[config.mk]
export PLATFORM = sky130hd
export DESIGN_NAME = edge_event_arbiter
export DESIGN_NICKNAME = d
export VERILOG_FILES = /design/src/rtl/edge_event_arbiter.sv
export SDC_FILE = /design/constraint.sdc
export NUM_CORES = 1
export LEC_CHECK = 0
export CAP_MARGIN = 20
export CORE_MARGIN = 2
export CORE_UTILIZATION = 42
export DETAILED_ROUTE_END_ITERATION = 10
export PLACE_DENSITY = 0.74
export SETUP_SLACK_MARGIN = 0.5
export SKIP_CTS_REPAIR_TIMING = 1
export SLEW_MARGIN = 30
export SYNTH_ARGS = -nofsm -noshare
export SYNTH_HDL_FRONTEND = slang
export SYNTH_SLANG_ARGS = --single-unit
[constraint.sdc]
create_clock -name clk -period 1.5 [get_ports clk]
set_input_delay 0.3 -clock clk [delete_from_list [all_inputs] [get_ports clk]]
set_output_delay 0.3 -clock clk [all_outputs]
set_load 0.01 [all_outputs]
[src/rtl/edge_event_arbiter.sv]
// rtl/edge_event_arbiter.sv - per-channel edge detector with round-robin event arbiter and registered output stage
module edge_event_arbiter #(
  parameter int N_CH = 4,
  parameter int ID_W = 2
) (
  input  logic              clk,
  input  logic              rst_n,
  input  logic [N_CH-1:0]   sig_in,
  input  logic [N_CH-1:0]   ch_en,
  input  logic [2*N_CH-1:0] edge_mode,
  output logic              evt_valid,
  input  logic              evt_ready,
  output logic [ID_W-1:0]   evt_ch,
  output logic              evt_rise,
  output logic [N_CH-1:0]   ovf,
  input  logic [N_CH-1:0]   ovf_clr
);

  logic [N_CH-1:0] sig_prev_q;
  logic [N_CH-1:0] rise;
  logic [N_CH-1:0] fall;
  logic [N_CH-1:0] det;

  logic [N_CH-1:0] pend_q, pend_d;
  logic [N_CH-1:0] kind_q, kind_d;
  logic [N_CH-1:0] ovf_q, ovf_d;
  logic [N_CH-1:0] clr_sel;

  logic            evt_valid_q;
  logic [ID_W-1:0] evt_ch_q;
  logic            evt_rise_q;
  logic [ID_W-1:0] last_grant_q;

  logic            found;
  logic [ID_W-1:0] grant;
  logic            load;

  // Previous-level register; it tracks sig_in even in reset so no edge appears right after release
  always_ff @(posedge clk) begin
    sig_prev_q <= sig_in;
  end

  // Edge qualification against the per-channel mode and enable
  always_comb begin
    rise = sig_in & ~sig_prev_q;
    fall = ~sig_in & sig_prev_q;
    det  = '0;
    for (int i = 0; i < N_CH; i++) begin
      det[i] = ch_en[i] & ((rise[i] & edge_mode[2*i]) | (fall[i] & edge_mode[2*i+1]));
    end
  end

  // Round-robin pick: first pending channel above the last grant, wrapping at N_CH
  always_comb begin
    int idx;
    logic [ID_W-1:0] sel;
    found = 1'b0;
    grant = '0;
    idx   = 0;
    sel   = '0;
    for (int k = 1; k <= N_CH; k++) begin
      idx = (int'(last_grant_q) + k) % N_CH;
      sel = idx[ID_W-1:0];
      if (!found && pend_q[sel]) begin
        found = 1'b1;
        grant = sel;
      end
    end
  end

  // The output stage takes a new event whenever it is empty or being drained this cycle
  assign load = (!evt_valid_q || evt_ready) && found;

  // Pending/kind/overflow next state; a channel being loaded frees its slot for a same-cycle edge
  always_comb begin
    pend_d  = pend_q;
    kind_d  = kind_q;
    ovf_d   = ovf_q & ~ovf_clr;
    clr_sel = '0;
    for (int i = 0; i < N_CH; i++) begin
      clr_sel[i] = load && (int'(grant) == i);
      if (!ch_en[i]) begin
        pend_d[i] = 1'b0;
      end else if (det[i]) begin
        if (!pend_q[i] || clr_sel[i]) begin
          pend_d[i] = 1'b1;
          kind_d[i] = rise[i];
        end else begin
          ovf_d[i] = 1'b1;
        end
      end else if (clr_sel[i]) begin
        pend_d[i] = 1'b0;
      end
    end
  end

  // Channel state registers
  always_ff @(posedge clk) begin
    if (!rst_n) begin
      pend_q <= '0;
      kind_q <= '0;
      ovf_q  <= '0;
    end else begin
      pend_q <= pend_d;
      kind_q <= kind_d;
      ovf_q  <= ovf_d;
    end
  end

  // Registered output stage; holds its contents while the consumer stalls
  always_ff @(posedge clk) begin
    if (!rst_n) begin
      evt_valid_q  <= 1'b0;
      evt_ch_q     <= '0;
      evt_rise_q   <= 1'b0;
      last_grant_q <= ID_W'(N_CH - 1);
    end else if (load) begin
      evt_valid_q  <= 1'b1;
      evt_ch_q     <= grant;
      evt_rise_q   <= kind_q[grant];
      last_grant_q <= grant;
    end else if (evt_valid_q && evt_ready) begin
      evt_valid_q  <= 1'b0;
    end
  end

  assign evt_valid = evt_valid_q;
  assign evt_ch    = evt_ch_q;
  assign evt_rise  = evt_rise_q;
  assign ovf       = ovf_q;

endmodule

After elaboration in Yosys (flattened, before gate mapping)
Index checks and enable logic that the tools add are counted.

cells by class
  reductions and logical operators = 40
  magnitude comparators = 5
  multiplexer cells = 44
  equal/unequal tests = 7
  add/subtract/negate cells = 4
  bitwise operators = 22

operator list
  cell                   number
  $mux W1                35
  $reduce_and A2 Y1      8
  $lt A2 B3 Y1 const B   5
  $and A1 B1 Y1          12
  $and A4 B4 Y4          3
  $not A4 Y4             3
  $reduce_and A3 Y1      4
  $bmux W1 S2            5
  $reduce_bool A2 Y1     5
  $logic_and A1 B1 Y1    9
  $logic_not A1 Y1       8
  $mux W2                4
  $ne A2 B1 Y1 const B   4
  $logic_or A1 B1 Y1     5
  $add A2 B1 Y2 const B  2
  $add A2 B2 Y2 const B  2
  $eq A2 B2 Y1 const B   2
  $or A1 B1 Y1           4
  $eq A2 B1 Y1 const B   1
  $logic_not A2 Y1       1

storage, ports and cells
  register bits after elaboration = 22
  logic and storage cells = 136
  output and inout bits = 8

Depth between registers and ports, before layout
  word-level depth = 19
  mapped depth = 6
  gate-level depth less buffers = 5

Least setup slack after synthesis
OpenSTA, ideal clock, no wires.

  kind = register -> register
  start point = register pend_q[1]
  end point = register evt_rise_q, in the netlist evt_rise
  period minus slack after synthesis = 1.549 ns
  buffers on the path = 0
  required time = 1.378 ns
  data arrival time = 1.427 ns
  cell stages (with the launch flop) = 6
  setup time = 0.122 ns
  path slack = -0.049 ns
  cell sequence = dfxtp_1 > nor3b_1 > a31oi_2 > o21ai_2 > mux2_2 > a221o_1

on the way
  cells in the longest elaborated chain, start to end = 14
  elaborated cells between the ends (all ways) = 25
  those cells by class = mux (18); reduce/logical (7)

RTL lines
  item                           line  RTL
  start, declared                24    logic [N_CH-1:0] pend_q, pend_d;
  start signal, assigned         104   pend_q <= pend_d;
  $bmux W1 S2                    64    if (!found && pend_q[sel]) begin
  $mux W1 (implied by the code)  64
  $mux W1                        64
  $logic_not A1 Y1               64
  $logic_and A1 B1 Y1            64
  $mux W1                        64
  $logic_not A1 Y1               64
  $logic_and A1 B1 Y1            64
  $mux W1                        64
  $logic_not A1 Y1               64
  $logic_and A1 B1 Y1            64
  $mux W2                        64
  $bmux W1 S2                    120   evt_rise_q <= kind_q[grant];
  $mux W1 (implied by the code)  120
  end signal, assigned           120
  end, declared                  31    logic evt_rise_q;

Parallel ways exist; a longest one is shown, timed or not. The select of a mux whose other input is x is not followed.
A chain may end at the register's enable or synchronous reset.

Worst setup path after layout
Same ends and word-level chain as after synthesis.

==> run summary <==
CP peak stage delay: 0.40 ns
Slew HR: 71.1%
Vias/cell: 5.64
Crit-path cells: nor4_2 -> nor2_2 -> buf_4 -> nand2_1 -> nor2_1 -> a221o_1
Req. time, crit path: 1.73 ns
Failing checks: setup timing
Final Max Slew Viols: 0
Post-Syn Instances: 131
Num CTS Buffers: 3
Worst-Margin Slew: 0.431 ns
Vias post-DR: 1263
Syn-to-layout area delta: 74.6%
Flop-to-flop setup slack: -0.21 ns
Post-Layout Inst Area: 0.00196 mm²
Peak VDD IR: 0.000705 V
Antenna-violating nets left: 0
Dpl hpwl: 2.40 mm
CTS root buf: clkbuf_4
Mapped Nets: 154
Die area: 0.00310 mm²
R2r startpoint: pend_q[1]
Clock Sinks: 22
Fin Setup TNS: -0.844 ns
Fmax: 583 MHz
Die width: 55.6 µm
Antenna Cells: 0
CP Launch Type: flip-flop
R2r endpoint: evt_rise
Grt total ovfl: 0
Overall routing resource usage: 21.3%
Final nets: 218
Iter 0 DRT Violations: 41
Synth cell types: 39
Final Skew: 0.000847 ns
IO Pins: 31
Fin util: 78.2%
Number of synthesized register bits: 22
Crit path time final: 1.71 ns
Worst-path fanout max: 7
Most frequent cells in the layout: 32 x buf_4, 24 x nand2_1, 22 x clkdlybuf4s50_1, 9 x dfxtp_1
Synthesized area: 0.00112 mm²
Vias in the first global route: 1182
Critical hold path startpoint: sig_in[3]
Hold path depth: 1
Power Density: 758 mW/mm²
Synth Area per Inst: 8.55 µm²
Buffers on Ports: 30
PnR worst setup slack: -0.215 ns
GP Congestion: 0.845
R2R cell count: 6
Initial antenna violation count: 0
Crit path capture type: flip-flop
CTS tree: yes
Most common cell after layout, fill and taps aside: buf_4
Drt pass-1 iters: 4
Critical path type: flip-flop to flip-flop
Global-route wire length before repair: 5.29 mm
Row count: 18
Later-pin clock latency in the skew report: 0.32 ns
Drt drc: 0
Critical-path top delay cell: dfxtp_4
Final setup violation count: 10
Hold endpoint: sig_prev_q[3]
Final period util: 114%
Hold Fails Final Rpt: 0
CORE AREA: 0.00250 mm²
Drt total wl: 3.60 mm
Seq/Total Area, Yosys: 39.3%
Layout cells sized above 1: 44.8%
Placed Area: 0.00166 mm²
RSZ-0062 raised after global routing: true
WL/cell: 16.1 µm
Effective utilization at floorplan: 44.8%
Lkg Pwr: 0.821 nW
CTS clk-pin slew, worst paths: 0.13 ns
Yosys Warn Count: 0
Die height: 55.6 µm
Largest net degree at the start of global routing: 14
Crit path DAT: 1.94 ns
CTS H-tree lvls: 1
Max Buffers Root-to-Sink: 2
Hold crit path type: primary input to flip-flop
Status: finished, violations left
Max-Cap Viols: 0
## state kept, by name (all words and copies together) (netlist names)
signal / flops
kind_q: 4
pend_q: 4
sig_prev_q: 4
evt_ch: 2
last_grant_q: 2
ovf: 4
evt_rise: 1
evt_valid: 1
## how the worst max path moves through the flow
stage	start	end	depth (start not counted)	slack (ns)
2_1_floorplan	last_grant_q[1]	evt_rise	6	-0.01
3_3_place_gp	sig_in[0]	kind_q[0]	6	-0.36
3_5_place_dp	sig_in[0]	kind_q[0]	6	-0.46
4_1_cts	last_grant_q[1]	evt_rise	6	-0.20
5_1_grt	pend_q[1]	evt_rise	6	-0.25
6_report	pend_q[1]	evt_rise	6	-0.21
## cells by family after synthesis
logic type      after synthesis  share of synthesized area [%]
mux                           6                           5.59
compound gates               34                           20.7
flops                        22                           39.3
simple gates                 64                           31.7
buf+inv                       5                           2.68
## stage by stage
stage          worst slack, ns  cells  total power [mW]  hold WS [ns]
6_report                -0.215    224              1.48         0.457
5_1_grt                 -0.254    224              1.53         0.473
4_1_cts                 -0.200    217              1.40         0.458
3_5_place_dp            -0.464    213             0.942         0.445
3_3_place_gp            -0.361    213             0.930         0.439
2_1_floorplan          -0.0125    131             0.777         0.328
## metal layers
layer  wire (µm)  up-vias  GRT usage, %
li1            -      597             -
met1        1410      611          24.9
met2        1950       45          36.9
met3         146       10          3.72
met4          98        0          11.1
met5           0        -             0
## synthesized netlist by cell type, drive strengths merged
master / n / share of area (%)
and2: 2 / 1.2
inv: 1 / 0.33
or2: 3 / 1.7
and3b: 4 / 3.1
o21ai: 8 / 4.2
nand3b: 2 / 1.3
o32ai: 2 / 1.6
o211a: 1 / 0.89
and4b: 1 / 0.89
o311ai: 1 / 0.78
nor3: 1 / 0.89
and2b: 2 / 1.3
a22o: 1 / 0.78
mux2: 2 / 2.0
nor4: 1 / 0.56
nand3: 4 / 1.8
clkbuf: 2 / 0.67
dfxtp: 22 / 39
a221o: 1 / 0.89
nor2b: 4 / 2.2
a21oi: 11 / 4.9
a21o: 1 / 0.67
and3: 1 / 0.56
a31o: 1 / 0.78
o22ai: 1 / 0.56
or3: 1 / 1.0
a31oi: 1 / 1.1
mux2i: 4 / 3.6
o31ai: 4 / 2.7
buf: 2 / 1.7
nand2b: 6 / 4.0
nand2: 24 / 8.0
o31a: 1 / 0.78
nor3b: 1 / 0.67
nor2: 7 / 2.3
## worst max-delay path: cells and delay by family (launching register included)
kind	cells	cell delay, ns
AND/OR/NAND/NOR	4	0.68
flip-flops	1	0.40
AO/OA/AOI/OAI	1	0.35
buffers and inverters	1	0.17
## where the power goes
| group | internal (mW) | switching (mW) | total, mW |
|---|---|---|---|
| Sequential | 0.608 | 0.0294 | 0.638 |
| Combinational | 0.208 | 0.165 | 0.373 |
| Clock | 0.270 | 0.202 | 0.472 |
## area by class of cell
| type | count | area (µm²) |
|---|---|---|
| clock buffers | 3 | 22.5 |
| clock inverters | 1 | 30.0 |
| fillers | 156 | 544 |
| inverters | 1 | 3.75 |
| multi-input cells | 104 | 837 |
| flip-flops and latches | 22 | 469 |
| well taps | 30 | 37.5 |
| repair buffers | 63 | 556 |
(Power assumes the default switching activity.)
